**src/rtl/pipe_stage_reg.sv**
```systemverilog
// Pipeline stage register with valid/ready handshake, optional 2-entry skid
// buffer, flush separate from back-pressure, and saturating stall counter.
//
// Ports:
//   clk, rst       rising-edge clock, asynchronous active-high reset
//   flush          synchronous kill of all held entries
//   in_valid       upstream presents in_data
//   in_ready       stage accepts in_data this cycle
//   in_data        upstream payload (DATA_W)
//   out_valid      out_data holds a real entry
//   out_ready      downstream consumes out_data this cycle
//   out_data       payload to downstream, NOP_DATA when out_valid=0
//   occupancy      held entries: 0, 1 or 2
//   stall_cnt      saturating count of out_valid & !out_ready cycles
//   stall_cnt_clr  synchronous clear of stall_cnt
module pipe_stage_reg #(
  parameter int unsigned       DATA_W   = 172,
  parameter logic [DATA_W-1:0] NOP_DATA = '0,
  parameter int unsigned       SKID     = 1,
  parameter int unsigned       CNT_W    = 16
) (
  input  logic              clk,
  input  logic              rst,
  input  logic              flush,
  input  logic              in_valid,
  output logic              in_ready,
  input  logic [DATA_W-1:0] in_data,
  output logic              out_valid,
  input  logic              out_ready,
  output logic [DATA_W-1:0] out_data,
  output logic [1:0]        occupancy,
  output logic [CNT_W-1:0]  stall_cnt,
  input  logic              stall_cnt_clr
);

  // Encoding equals the number of held entries.
  typedef enum logic [1:0] {
    ST_EMPTY = 2'd0,
    ST_ONE   = 2'd1,
    ST_FULL  = 2'd2
  } state_t;

  localparam logic [CNT_W-1:0] CNT_MAX = '1;

  state_t            state_q, state_d;
  logic [DATA_W-1:0] main_q, main_d;
  logic [DATA_W-1:0] skid_q, skid_d;
  logic [CNT_W-1:0]  cnt_q, cnt_d;
  logic              accept, consume;

  assign out_valid = (state_q != ST_EMPTY);
  assign out_data  = main_q;
  assign occupancy = 2'(state_q);
  assign stall_cnt = cnt_q;

  // Skid mode: in_ready depends only on registered state; otherwise it
  // looks through to out_ready so a single register can stream.
  generate
    if (SKID != 0) begin : g_skid
      assign in_ready = (state_q != ST_FULL) & ~flush;
    end else begin : g_noskid
      assign in_ready = (~out_valid | out_ready) & ~flush;
    end
  endgenerate

  assign accept  = in_valid & in_ready;
  assign consume = out_valid & out_ready;

  // State and payload registers.
  always_ff @(posedge clk or posedge rst) begin
    if (rst) begin
      state_q <= ST_EMPTY;
      main_q  <= NOP_DATA;
      skid_q  <= NOP_DATA;
      cnt_q   <= '0;
    end else begin
      state_q <= state_d;
      main_q  <= main_d;
      skid_q  <= skid_d;
      cnt_q   <= cnt_d;
    end
  end

  // Next-state, payload movement and stall counter.
  always_comb begin
    state_d = state_q;
    main_d  = main_q;
    skid_d  = skid_q;
    cnt_d   = cnt_q;

    if (flush) begin
      state_d = ST_EMPTY;
      main_d  = NOP_DATA;
      skid_d  = NOP_DATA;
    end else begin
      case (state_q)
        ST_EMPTY: begin
          if (accept) begin
            state_d = ST_ONE;
            main_d  = in_data;
          end
        end
        ST_ONE: begin
          if (accept && consume) begin
            main_d = in_data;
          end else if (consume) begin
            state_d = ST_EMPTY;
            main_d  = NOP_DATA;
          end else if (accept) begin
            state_d = ST_FULL;
            skid_d  = in_data;
          end
        end
        ST_FULL: begin
          if (consume) begin
            state_d = ST_ONE;
            main_d  = skid_q;
            skid_d  = NOP_DATA;
          end
        end
        default: begin
          state_d = ST_EMPTY;
          main_d  = NOP_DATA;
          skid_d  = NOP_DATA;
        end
      endcase
    end

    // Clear wins over increment; flush blocks counting but does not clear.
    if (stall_cnt_clr) begin
      cnt_d = '0;
    end else if (out_valid && !out_ready && !flush && (cnt_q != CNT_MAX)) begin
      cnt_d = cnt_q + CNT_W'(1);
    end
  end

endmodule

```
**config.mk**
```make
export PLATFORM = sky130hd
export DESIGN_NAME = pipe_stage_reg
export DESIGN_NICKNAME = d
export VERILOG_FILES = /design/src/rtl/pipe_stage_reg.sv
export SDC_FILE = /design/constraint.sdc
export NUM_CORES = 1
export LEC_CHECK = 0
export CAP_MARGIN = 20
export CORE_UTILIZATION = 40
export CTS_CLUSTER_DIAMETER = 200
export DETAILED_ROUTE_END_ITERATION = 10
export PLACE_DENSITY_LB_ADDON = 0.3
export SLEW_MARGIN = 40
export SYNTH_ARGS = -nofsm -noshare
export SYNTH_HDL_FRONTEND = slang
export SYNTH_SLANG_ARGS = --single-unit
```
**constraint.sdc**
```tcl
create_clock -name clk -period 11.92 [get_ports clk]
set_clock_uncertainty 0.15 [all_clocks]
set_input_delay 2.384 -clock clk [delete_from_list [all_inputs] [get_ports clk]]
set_output_delay 2.384 -clock clk [all_outputs]
set_load 0.02 [all_outputs]
```
Word level (Yosys, flattened, before mapping)
Index checks and enable logic that the tools add are counted.
Widths: inputs -> output; s select.
{"block": "totals", "reg_bits": 362, "in_bits": 178, "output_inout_bits": 192}
{"block": "classes", "mux": 19, "n_reduce_logical": 12, "eq_ne": 12, "add_sub_neg": 1, "n_bitwise": 4}
{"op": "$mux 172", "count": 8}
{"op": "$pmux 172 s3", "count": 2}
{"op": "$mux 16", "count": 2}
{"op": "$add 16x1->16 const B", "count": 1}
{"op": "$ne 16x16->1 const B", "count": 1}
{"op": "$ne 3x3->1 const B", "count": 5}
{"op": "$mux 2", "count": 6}
{"op": "$ne 4x4->1 const B", "count": 2}
{"op": "$pmux 2 s3", "count": 1}
{"op": "$reduce_and 5->1", "count": 1}
{"op": "$logic_and 1x1->1", "count": 4}
{"op": "$ne 2x2->1 const B", "count": 2}
{"op": "$reduce_and 4->1", "count": 1}
{"op": "$reduce_bool 2->1", "count": 2}
{"op": "$and 1x1->1", "count": 3}
{"op": "$reduce_and 3->1", "count": 1}
{"op": "$eq 2x1->1 const B", "count": 1}
{"op": "$eq 2x2->1 const B", "count": 1}
{"op": "$logic_not 1->1", "count": 2}
{"op": "$logic_not 2->1", "count": 1}
{"op": "$not 1->1", "count": 1}

Depth between registers and ports, before layout
{"block": "depth", "word_depth": 8, "mapped_depth": 8, "depth_no_buf": 5}

Worst setup path after synthesis
Ideal clock, no wire load.
{"block": "synth_path", "path_type": "input -> output", "start": "in flush", "end": "out in_ready", "slack_ns": 6.593, "t_required_ns": 9.386, "cell_stages": 2, "arrival_ns": 2.793, "path_cell_list": "buf_6 > nor2_1"}
{"block": "synth_via", "elab_chain_cells": 2}
{"item": "start: declaration", "line_no": "24", "source": "input logic flush,"}
{"item": "$not 1->1", "line_no": "60", "source": "assign in_ready = (state_q != ST_FULL) & ~flush;"}
{"item": "$and 1x1->1", "line_no": "60"}
{"item": "end: declaration", "line_no": "26", "source": "output logic in_ready,"}
Every way passes these cells.

Worst setup path in the final report
Ends and elaborated chain as after synthesis.

==> metrics.md <==
| Metric | Value |
|---|---|
| Status | `complete, no violations` |
| Post-synth top area share | `a little under three fifths` |
| Relative slew margins | `42.54%` |
| Number of global-route vias before repair | `around 13000` |
| # IOs | `370` |
| Hold buffer count at cts | `0` |
| DR DRC count | `0` |
| Worst Setup End Kind | `primary output` |
| TritonCTS Buffers | `40` |
| Clk sink count | `between 300 and 400` |
| Port Buf Inserts | `approximately 370` |
| Die height | `~200 um` |
| Antenna violations before repair | `3` |
| P_leak | `between 9 and 10 nW` |
| Yosys warns | `0` |
| Post-synth ARST share | `between 90% and 100%` |
| DRT Wirelength | `45910 um` |
| Peak Freq | `155.0 MHz` |
| Syn_nets | `about 1600` |
| Worst r2r path cells | `6` |
| Unique masters post-synth | `slightly above 40` |
| CP Max Fanout | `9` |
| Die ar. | `just over 40000 um^2` |
| Final Util | `between 50% and 60%` |
| Largest net degree at the start of global routing | `95` |
| Total core area | `between 30000 and 40000 um^2` |
| Post-DP HPWL | `roughly 28000 um` |
| Sequential share of the synthesized area | `~56%` |
| # setup viols final | `0` |
| WP data required | `approximately 9.4 ns` |
| Fin. Hold Viols | `0` |
| CTS clk-pin slew, worst paths | `~0.060 ns` |
| Number of routed nets with antenna violations | `0` |
| Root Buffer | `clkbuf_16` |
| Starting Density | `around 40%` |
| Post_cts resized | `0` |
| Die X | `202.5 um` |
| Share of cells above drive strength 1 | `under 10%` |
| Vias | `roughly 13000` |
| CTS tree | `built` |
| Number of synthesized flops with an enable pin | `0` |
| H-tree levels | `2` |
| Clock buffer depth | `3` |
| Min cycle time layout | `between 6 and 7 ns` |
| VDD IR max | `113.9 uV` |
| Post-synth top flop | `dfrtp_1` |
| Worst-Margin Slew | `around 0.86 ns` |
| Pre-CTS setup slack | `roughly 5.5 ns` |
| Min-Delay Path Class | `flop to flop` |
| Max-cap viol count | `0` |
| Critical Path Start Type | `input port` |
| Drt first pass iters | `5` |
| Data arrival, critical path | `3.92 ns` |
| Post-synth top area cell | `dfrtp_1` |
| Avg Inst Size Synth | `11.05 um^2` |
| Max-slew violations | `0` |
| Area growth syn-to-layout | `33.80%` |
| Routed WL per cell | `about 20 um` |
| Crit Path Category | `input port to primary output` |
| Grt ovf | `0` |
| Vias/cell | `between 5 and 6` |
| Clk_lat worst skew | `0.54 ns` |
| Total GRT Usage | `approximately 22%` |
| Post CTS Setup Buffer Count | `0` |
| Cell Pwr Density | `between 100 and 150 nW/um^2` |
| Min setup slack post-route | `5.470 ns` |
| Iter 0 DRT Violations | `between 800 and 900` |
| Gate Count Post-Synth | `between 1000 and 1500` |
| Placer congestion estimate | `roughly 0.80` |
| Synth area leaders | `dfrtp_1, mux2i_1, o2bb2ai_1, a22oi_1, nand2_1` |
| Final critical-path share of the clock period | `a little over half` |
| First-pass GRT wire length | `~73000 um` |
| RSZ-0062 raised after global routing | `false` |
| Setup TNS | `0 ns` |
| Post-Syn Area | `roughly 16000 um^2` |
| Final nets | `between 1500 and 2000` |
| Floorplan row count | `73` |
| Hold Crit Depth | `1` |
| Synthesis-stage register bit count | `roughly 360` |
[metal layers]
metal,vias to the layer above,part of all wire [%],global-route usage (%)
met2,399,47,34.30
met3,63,7.0,5.393
met5,-,0.061,0
li1,5771,-,-
met4,4,2.2,7.170
met1,6293,44,30.71
[critical path: stages]
cell and delay, ns:
clkdlybuf4s50_1 0.68, nor2_1 0.21, clkdlybuf4s50_1 0.64
[synthesized netlist by cell type, drive strengths merged, types with 2 or more instances]
cell and number:
a21oi 9, a22oi 172, a41oi 2, and3 2
and4 2, buf 54, clkbuf 65, dfrtp 362
inv 178, mux2 4, mux2i 175, nand2 181
nand3 7, nand3b 2, nand4 4, nor2 17
nor2b 8, nor3 7, nor4 6, o21ai 3
o2bb2ai 172, o31ai 3, or3 3, or4 4
[path summary, 6_finish.rpt]
path                            slack [ns]             to          start
max in group asynchronous             8.29     skid_q[55]            rst
min in group asynchronous             2.04    out_data[5]            rst
worst max register to register        8.74   out_data[16]   occupancy[1]
worst min register to register        0.33  out_data[115]  out_data[115]
worst max-delay path                  5.47       in_ready          flush
worst min-delay path                  0.33  out_data[115]  out_data[115]
[cell type report]
class	instances	area, um^2
Fill cell	3436	18210
Antenna cell	1	2.502
Timing Repair Buffer	388	3951
Tap cell	525	656.9
Multi-Input combinational cell	797	5904
Inverter	178	671.9
Sequential cell	362	9059
Clock inverter	6	70.07
Clock buffer	66	1209
[cells in the final DEF, fill, tap and decap left out, drive strengths merged, types with 3 or more instances in the layout]
cell / instances
clkdlybuf4s50: 369
dfrtp: 362
nand2: 181
inv: 178
mux2i: 175
a22oi: 172
o2bb2ai: 172
clkbuf: 66
buf: 19
nor2: 17
a21oi: 9
nor2b: 8
nand3: 7
nor3: 7
nor4: 6
nand4: 4
or4: 4
mux2: 4
clkinv: 4
o21ai: 3
o31ai: 3
or3: 3
[where the power goes]
| group | switching, mW | internal (mW) | leakage (nW) |
|---|---|---|---|
| sequential | 0.0437 | 1.30 | 4.93 |
| combinational | 0.269 | 0.211 | 3.66 |
| clock | 0.498 | 0.713 | 0.627 |
[logic make-up after synthesis]
group | Yosys count | share of synthesized area [%]
muxes | 179 | 11.17
and+or+nand+nor | 247 | 6.580
AOI/OAI and AO/OA | 370 | 18.47
DFF | 362 | 56.31
adders and majority gates | 1 | 0.07777
buffers and inverters | 297 | 7.389
[state kept, by name, indices dropped and copies added (netlist names)]
name	cells
occupancy	2
out_data	172
stall_cnt	16
skid_q	172
[stage by stage]
stage	cells	area (um^2)	total power [mW]	hold slack, ns
detailed placement	2249	20210	1.847	0.3227
global route	2323	21520	3.159	0.3469
CTS	2321	21480	3.074	0.3402
finish	2323	21520	3.037	0.3336
floorplan	1456	16090	1.614	0.3478
global placement	2247	20120	1.836	0.3194
Note: power is estimated with default switching activity, not from simulation.
